$ cat src/rtl/sample_hist_display_pkg.sv
// ---------------------------------------------------------------------------
// sample_hist_display_pkg
// Shared constants for the sample history display:
//   DEPTH      - number of history entries kept by the display
//   PTR_W      - width of the history write/read pointers
//   SEG_BLANK  - segment pattern with every segment dark (active-low)
//   SEG_TABLE  - 16-entry nibble-to-segment table, active-low, gfedcba
// ---------------------------------------------------------------------------
package sample_hist_display_pkg;

  localparam int DEPTH = 4;
  localparam int PTR_W = 2;

  localparam logic [6:0] SEG_BLANK = 7'h7F;

  // Entry 15 is written first, so SEG_TABLE[n] is the glyph for nibble n.
  // Glyphs 0-9 are the usual decimal digits; 10-15 render as A b C d E F.
  localparam logic [15:0][6:0] SEG_TABLE = {
    7'h0E,  // F
    7'h06,  // E
    7'h21,  // d
    7'h46,  // C
    7'h03,  // b
    7'h08,  // A
    7'h10,  // 9
    7'h00,  // 8
    7'h78,  // 7
    7'h02,  // 6
    7'h12,  // 5
    7'h19,  // 4
    7'h30,  // 3
    7'h24,  // 2
    7'h79,  // 1
    7'h40   // 0
  };

  // Table lookup wrapped as a function so callers never index the
  // constant with a mismatched width.
  function automatic logic [6:0] nibble_to_seg(input logic [3:0] nib);
    return SEG_TABLE[nib];
  endfunction

endpackage

$ cat src/rtl/bcd7seg.sv
// ---------------------------------------------------------------------------
// bcd7seg
// Purely combinational nibble to seven-segment decoder, extended past the
// decimal range so 10-15 show as hex letters. Blanking is the caller's job.
// Ports:
//   nibble - 4-bit value to display
//   seg    - active-low segments, gfedcba order
// ---------------------------------------------------------------------------
module bcd7seg
  import sample_hist_display_pkg::*;
(
  input  logic [3:0] nibble,
  output logic [6:0] seg
);

  // Straight table lookup; no state and no blanking here.
  assign seg = nibble_to_seg(nibble);

endmodule

$ cat src/rtl/btn_debounce.sv
// ---------------------------------------------------------------------------
// btn_debounce
// Turns a raw, asynchronous push button into a clean one-cycle step pulse.
// The button is double-flopped into the clk domain, then a counter requires
// DEBOUNCE_CYC consecutive synchronized samples that disagree with the
// current debounced level before that level is allowed to flip. Only the
// 0->1 flip of the debounced level produces a pulse.
// Ports:
//   clk     - rising-edge clock
//   rst_n   - asynchronous active-low reset
//   btn_raw - raw button input, any timing
//   step    - one-cycle pulse per accepted press
// ---------------------------------------------------------------------------
module btn_debounce #(
  parameter int DEBOUNCE_CYC = 4
) (
  input  logic clk,
  input  logic rst_n,
  input  logic btn_raw,
  output logic step
);

  localparam int CNT_W = (DEBOUNCE_CYC > 1) ? $clog2(DEBOUNCE_CYC) : 1;
  localparam logic [CNT_W-1:0] CNT_LAST = CNT_W'(DEBOUNCE_CYC - 1);

  logic             sync_meta;
  logic             sync_out;
  logic             level;
  logic [CNT_W-1:0] stable_cnt;
  logic             accept;

  // The counter has already seen DEBOUNCE_CYC-1 disagreeing samples, and
  // this one disagrees too, so the level flips on this edge.
  assign accept = (sync_out != level) && (stable_cnt == CNT_LAST);

  // Two-flop synchronizer bringing the button into the clk domain. The
  // first flop may go metastable; only the second is ever looked at.
  always_ff @(posedge clk or negedge rst_n) begin
    if (!rst_n) begin
      sync_meta <= 1'b0;
      sync_out  <= 1'b0;
    end else begin
      sync_meta <= btn_raw;
      sync_out  <= sync_meta;
    end
  end

  // Debounce counter: any sample matching the current level restarts the
  // count, so only an unbroken run of disagreeing samples moves the level.
  always_ff @(posedge clk or negedge rst_n) begin
    if (!rst_n) begin
      stable_cnt <= '0;
      level      <= 1'b0;
    end else if (sync_out == level) begin
      stable_cnt <= '0;
    end else if (accept) begin
      stable_cnt <= '0;
      level      <= sync_out;
    end else begin
      stable_cnt <= stable_cnt + 1'b1;
    end
  end

  // Rising-edge detector on the debounced level. Because the level is
  // cleared by reset, leaving reset can never look like a press.
  always_ff @(posedge clk or negedge rst_n) begin
    if (!rst_n) begin
      step <= 1'b0;
    end else begin
      step <= accept & sync_out;
    end
  end

endmodule

$ cat src/rtl/sample_hist_display.sv
// ---------------------------------------------------------------------------
// sample_hist_display
// Keeps the last DEPTH sample bytes and shows one of them on two hex digits.
// In live mode (freeze=0) new samples are stored and the newest one is
// shown. In browse mode (freeze=1) storage is paused and each debounced
// press of btn_next steps one entry further back, wrapping at the number of
// stored entries.
// Ports:
//   clk       - rising-edge clock
//   rst_n     - asynchronous active-low reset
//   din       - sample byte
//   din_valid - din carries a sample this cycle
//   btn_next  - raw push button stepping the history view
//   freeze    - 1 = browse history, 0 = live
//   hex0      - low-nibble segments, active-low gfedcba
//   hex1      - high-nibble segments, active-low gfedcba
//   view_age  - age of the shown entry, 0 = newest
//   count     - number of stored entries, 0..DEPTH
// ---------------------------------------------------------------------------
module sample_hist_display #(
  parameter int DEBOUNCE_CYC = 4,
  parameter int DEPTH        = sample_hist_display_pkg::DEPTH
) (
  input  logic       clk,
  input  logic       rst_n,
  input  logic [7:0] din,
  input  logic       din_valid,
  input  logic       btn_next,
  input  logic       freeze,
  output logic [6:0] hex0,
  output logic [6:0] hex1,
  output logic [1:0] view_age,
  output logic [2:0] count
);

  import sample_hist_display_pkg::*;

  logic [7:0]       mem [DEPTH];
  logic [PTR_W-1:0] wr_ptr;
  logic             freeze_q;
  logic             step;
  logic             wr_en;
  logic             freeze_rise;
  logic [2:0]       age_inc;
  logic [PTR_W-1:0] rd_idx;
  logic [7:0]       shown;
  logic [6:0]       seg_lo;
  logic [6:0]       seg_hi;

  btn_debounce #(
    .DEBOUNCE_CYC(DEBOUNCE_CYC)
  ) u_btn (
    .clk    (clk),
    .rst_n  (rst_n),
    .btn_raw(btn_next),
    .step   (step)
  );

  // A sample arriving in the same cycle that freeze goes high is dropped
  // simply because freeze already gates the write.
  assign wr_en       = din_valid & ~freeze;
  assign freeze_rise = freeze & ~freeze_q;
  assign age_inc     = {1'b0, view_age} + 3'd1;

  // Newest entry sits just behind the write pointer; older ones further
  // back. Pointer arithmetic wraps naturally at the pointer width.
  assign rd_idx = wr_ptr - PTR_W'(1) - view_age;
  assign shown  = mem[rd_idx];

  bcd7seg u_seg_lo (
    .nibble(shown[3:0]),
    .seg   (seg_lo)
  );

  bcd7seg u_seg_hi (
    .nibble(shown[7:4]),
    .seg   (seg_hi)
  );

  // History storage. Deliberately not reset: while count is zero the
  // display is forced blank, so stale contents can never be seen.
  always_ff @(posedge clk) begin
    if (wr_en) begin
      mem[wr_ptr] <= din;
    end
  end

  // Write pointer and fill level. Once full, the pointer keeps going round
  // and overwrites the oldest entry while count stays at DEPTH.
  always_ff @(posedge clk or negedge rst_n) begin
    if (!rst_n) begin
      wr_ptr <= '0;
      count  <= '0;
    end else if (wr_en) begin
      wr_ptr <= wr_ptr + 1'b1;
      if (count != 3'(DEPTH)) begin
        count <= count + 3'd1;
      end
    end
  end

  // Freeze edge tracking so every entry into browse mode starts at the
  // newest entry.
  always_ff @(posedge clk or negedge rst_n) begin
    if (!rst_n) begin
      freeze_q <= 1'b0;
    end else begin
      freeze_q <= freeze;
    end
  end

  // View age: pinned to zero in live mode and on entering browse mode;
  // otherwise each step walks one entry older, wrapping at count. With one
  // or no stored entries there is nothing to step through.
  always_ff @(posedge clk or negedge rst_n) begin
    if (!rst_n) begin
      view_age <= '0;
    end else if (!freeze || freeze_rise) begin
      view_age <= '0;
    end else if (step && (count > 3'd1)) begin
      view_age <= (age_inc == count) ? 2'd0 : age_inc[1:0];
    end
  end

  // Registered display so the segment outputs are glitch-free. An empty
  // history shows a dark display instead of whatever memory holds.
  always_ff @(posedge clk or negedge rst_n) begin
    if (!rst_n) begin
      hex0 <= SEG_BLANK;
      hex1 <= SEG_BLANK;
    end else if (count == 3'd0) begin
      hex0 <= SEG_BLANK;
      hex1 <= SEG_BLANK;
    end else begin
      hex0 <= seg_lo;
      hex1 <= seg_hi;
    end
  end

endmodule

$ cat config.mk
export PLATFORM = sky130hd
export DESIGN_NAME = sample_hist_display
export DESIGN_NICKNAME = d
export VERILOG_FILES = /design/src/rtl/sample_hist_display_pkg.sv /design/src/rtl/bcd7seg.sv /design/src/rtl/btn_debounce.sv /design/src/rtl/sample_hist_display.sv
export SDC_FILE = /design/constraint.sdc
export NUM_CORES = 1
export LEC_CHECK = 0
export BUFFER_PORTS_ARGS = -buffer_cell sky130_fd_sc_hd__buf_2
export CORE_UTILIZATION = 23
export CTS_CLUSTER_DIAMETER = 50
export DETAILED_ROUTE_END_ITERATION = 10
export GPL_TIMING_DRIVEN = 0
export PLACE_DENSITY = 0.46
export SETUP_SLACK_MARGIN = 0.02
export SYNTH_ARGS = -nofsm -noshare
export SYNTH_HDL_FRONTEND = slang
export SYNTH_SLANG_ARGS = --single-unit
$ cat constraint.sdc
create_clock -name clk -period 3.3 [get_ports clk]
set_input_delay 0.165 -clock clk [delete_from_list [all_inputs] [get_ports clk]]
set_output_delay 0.165 -clock clk [all_outputs]
set_load 0.005 [all_outputs]
==> impl_metrics.prom <==
# TYPE chip_impl_metric gauge
chip_impl_info{name="final_common_cell",value="buf_2"} 1
chip_impl_metric{name="synth_enable_flop_cells",unit=""} 32
chip_impl_metric{name="cell_area_after_placement",unit="µm²"} 3311
chip_impl_metric{name="final-hold-violation-count",unit=""} 0
chip_impl_metric{name="boundaryPins",unit=""} 32
chip_impl_metric{name="tritonroute_pass_1_iters",unit=""} 4
chip_impl_metric{name="slack_of_the_critical_path",unit="ns"} 0.3989
chip_impl_metric{name="drt_drc_violations_left",unit=""} 0
chip_impl_metric{name="timing.final.setup_violations",unit=""} 0
chip_impl_metric{name="start_util",unit="%"} 24.02
chip_impl_metric{name="area_share_of_the_leading_cell_type_in_the_synthesized_netlist",unit="%"} 32.63
chip_impl_metric{name="setup-tns-final",unit="ns"} 0
chip_impl_metric{name="first_global_vias",unit=""} 1777
chip_impl_info{name="status",value="finished clean"} 1
chip_impl_metric{name="timing.critical_path.required",unit="ns"} 3.54
chip_impl_metric{name="post_route_cells_drive_above_1_share",unit="%"} 30.04
chip_impl_info{name="worst_hold_path_type",value="in -> reg"} 1
chip_impl_metric{name="tritoncts.num_buffers",unit=""} 9
chip_impl_metric{name="pre_cts_ws",unit="ns"} 0.2599
chip_impl_metric{name="crit_fanout",unit=""} 10
chip_impl_info{name="postSynth.topFlopCell",value="edfxtp_1"} 1
chip_impl_metric{name="post_synth.cell_area_avg",unit="µm²"} 13.21
chip_impl_metric{name="reg2regPathDepth",unit=""} 12
chip_impl_metric{name="powerDensity",unit="nW/µm²"} 1092
chip_impl_metric{name="die_height",unit="µm"} 115.2
chip_impl_metric{name="clk_latency",unit="ns"} 0.32
chip_impl_metric{name="detail_route.vias_per_cell",unit=""} 4.063
chip_impl_metric{name="cts-root-to-sink-buffers",unit=""} 2
chip_impl_metric{name="grt_util_all_layers",unit="%"} 9.052
chip_impl_metric{name="die_area",unit="µm²"} 13260
chip_impl_info{name="synthDominantAreaCellType",value="edfxtp_1"} 1
chip_impl_metric{name="clock_skew",unit="ns"} 0.005647
chip_impl_metric{name="drt.antenna.violating_nets",unit=""} 0
chip_impl_metric{name="antenna_cells_inserted",unit=""} 0
chip_impl_metric{name="data_arrival_at_the_endpoint_of_the_critical_path",unit="ns"} 3.15
chip_impl_metric{name="grt_remaining_overflow",unit=""} 0
chip_impl_metric{name="grt_pass1_wl",unit="µm"} 8963
chip_impl_metric{name="yosys_register_bits",unit=""} 60
chip_impl_metric{name="register_area_share_after_synthesis",unit="%"} 57.01
chip_impl_metric{name="syn_inst",unit=""} 223
chip_impl_metric{name="cts.clk_slew.worst_paths",unit="ns"} 0.06
chip_impl_metric{name="mappedNetlistNets",unit=""} 258
chip_impl_metric{name="stdcell_area",unit="µm²"} 3621
chip_impl_metric{name="htree_num_levels",unit=""} 3
chip_impl_metric{name="vias",unit=""} 1792
chip_impl_metric{name="place.port_buffers",unit=""} 31
chip_impl_metric{name="drt_first_iter_violations",unit=""} 75
chip_impl_metric{name="dieWidth",unit="µm"} 115.2
chip_impl_info{name="hold_path_end",value="mem[0][5]"} 1
chip_impl_metric{name="ir_drop",unit="mV"} 0.3025
chip_impl_metric{name="number_of_antenna_violations_at_the_first_check_in_global_routing",unit=""} 1
chip_impl_metric{name="maximum_number_of_pins_on_one_net_before_global_route_repair",unit=""} 29
chip_impl_metric{name="number_of_distinct_library_cells_after_synthesis",unit=""} 53
chip_impl_metric{name="final_critical_path_time_including_i_o_delays_and_setup",unit="ns"} 2.901
chip_impl_info{name="clock-root-buffer",value="clkbuf_16"} 1
chip_impl_info{name="rsz_0062_raised_after_global_routing",value="no"} 1
chip_impl_metric{name="power",unit="mW"} 3.953
chip_impl_metric{name="synthArstFlopShare",unit="%"} 46.67
chip_impl_metric{name="final_net_count",unit=""} 303
chip_impl_metric{name="p_leak",unit="nW"} 1.481
chip_impl_metric{name="min_path_cells",unit=""} 1
chip_impl_info{name="hold_path_startpoint",value="din[5]"} 1
chip_impl_info{name="yosys-top-cells-area",value="edfxtp_1, dfstp_2, dfrtp_1"} 1
chip_impl_info{name="final_cell_mix",value="buf_2, edfxtp_1, ha_1, mux2i_1, nand2_1"} 1
chip_impl_metric{name="post_cts_setup_buffer_count",unit=""} 0
chip_impl_info{name="type_of_element_launching_the_critical_path",value="register"} 1
chip_impl_info{name="r2r-end",value="hex0[0]"} 1
chip_impl_info{name="cts_tree",value="yes"} 1
chip_impl_metric{name="routed_wirelength",unit="µm"} 5425
chip_impl_metric{name="rows",unit=""} 40
chip_impl_metric{name="worst-r2r-setup-slack",unit="ns"} 0.40
chip_impl_metric{name="wl_per_cell",unit="µm"} 12.30
chip_impl_metric{name="dp.final_hpwl",unit="µm"} 3892
chip_impl_metric{name="max_freq",unit="MHz"} 344.7
chip_impl_metric{name="relSlewSlack",unit="%"} 58.72
chip_impl_metric{name="finalWeightedCongestion",unit=""} 0.7209
chip_impl_metric{name="synth-warning-count",unit=""} 0
chip_impl_metric{name="tightestPinTransition",unit="ns"} 0.6192
chip_impl_info{name="kind_of_end_point_of_the_critical_path",value="register"} 1
chip_impl_metric{name="timing.final.max_slew_violations",unit=""} 0
chip_impl_metric{name="syn2layout_area_growth",unit="%"} 22.94
chip_impl_metric{name="cts.sinks",unit=""} 60
chip_impl_info{name="worst-setup-path-type",value="reg -> reg"} 1
chip_impl_info{name="worst_r2r_startpoint",value="view_age[0]"} 1
chip_impl_metric{name="synthesis.area",unit="µm²"} 2945
chip_impl_metric{name="maxCapViolCount",unit=""} 0
chip_impl_metric{name="core_region_area",unit="µm²"} 12260
chip_impl_metric{name="post-route-period-util",unit="%"} 87.91
-- stage by stage --
step	hold slack [ns]	util, %	cells
2_1_floorplan	-0.1306	-	223
3_3_place_gp	0.2164	27.00	422
3_5_place_dp	0.2198	27.00	422
4_1_cts	0.04833	29.50	441
5_1_grt	0.05808	29.53	441
6_report	0.05527	29.53	441
-- area by class of cell --
type / instances / area [µm²]
plain buffers: 8 / 45.04
clock buffers: 9 / 225.2
clock inverters: 7 / 51.30
fillers: 1237 / 8641
inverters: 12 / 45.04
multi-input cells: 143 / 1180
flip-flops and latches: 60 / 1679
well taps: 168 / 210.2
repair buffers: 34 / 185.2
-- cells by family (layout without fill, tap and decap cells) --
kind of cell	after synthesis	count (layout)	share of synthesized area, %
flip-flops	60	60	57.01
AND/OR/NAND/NOR	48	48	8.199
AO/OA/AOI/OAI	41	41	10.32
multiplexers	25	25	9.473
adder cells (fa/ha/maj)	22	22	9.346
buffers and inverters	20	70	3.058
XOR/XNOR	7	7	2.591
-- power breakdown --
group / total, mW / internal, mW / switching, mW
logic: 1.95 / 0.864 / 1.09
clock network: 0.862 / 0.511 / 0.351
registers: 1.14 / 1.06 / 0.0868
-- state kept, by name, indices dropped and copies added, names as in the netlist --
register          flops
count                 3
freeze_q              1
hex0                  7
hex1                  7
mem                  32
u_btn.level           1
u_btn.stable_cnt      2
u_btn.step            1
u_btn.sync_meta       1
u_btn.sync_out        1
view_age              2
wr_ptr                2
-- routing by layer --
metal	up-vias	GRT usage [%]	routed length [µm]
met5	-	0	13
met2	32	14.26	2433
met4	2	4.675	106
met1	850	11.27	2635
li1	895	-	-
met3	13	2.636	236
-- critical path, cell delays in order, from the launching register on --
cell and delay, ns:
dfrtp_1 0.41, inv_1 0.08, ha_1 0.20, xnor3_2 0.39
buf_6 0.22, mux2i_1 0.11, mux2i_2 0.36, inv_1 0.16
ha_1 0.25, nor2_1 0.09, nor4b_1 0.32, a31oi_1 0.08
o311a_1 0.15
-- synthesized netlist by cell type, types with 6 or more instances --
| master | count |
|---|---|
| edfxtp_1 | 32 |
| ha_1 | 22 |
| mux2i_1 | 18 |
| nand2_1 | 17 |
| dfrtp_1 | 14 |
| dfstp_2 | 14 |
| inv_1 | 11 |
| nor2_1 | 8 |
| a21oi_1 | 6 |
| nand2b_1 | 6 |
| o221ai_1 | 6 |
-- what timing repair did --
item | 4_1_cts | 5_1_grt
setup endpoints to repair | 0 | 1
resized for setup | 0 | 1
endpoints found under the hold margin | 16 | 0
hold buffers | 3 | 0
-- worst max-delay path by stage --
stage                      from       to  slack, ns  cells past startpoint
CTS                 view_age[0]  hex0[0]       0.24                     12
finish              view_age[0]  hex0[0]       0.40                     12
global route        view_age[0]  hex0[0]       0.12                     12
floorplan           view_age[0]  hex0[0]       0.77                     12
global placement    view_age[0]  hex0[0]       0.27                     12
detailed placement  view_age[0]  hex0[0]       0.26                     12
Power figures use the tool's default switching activity.
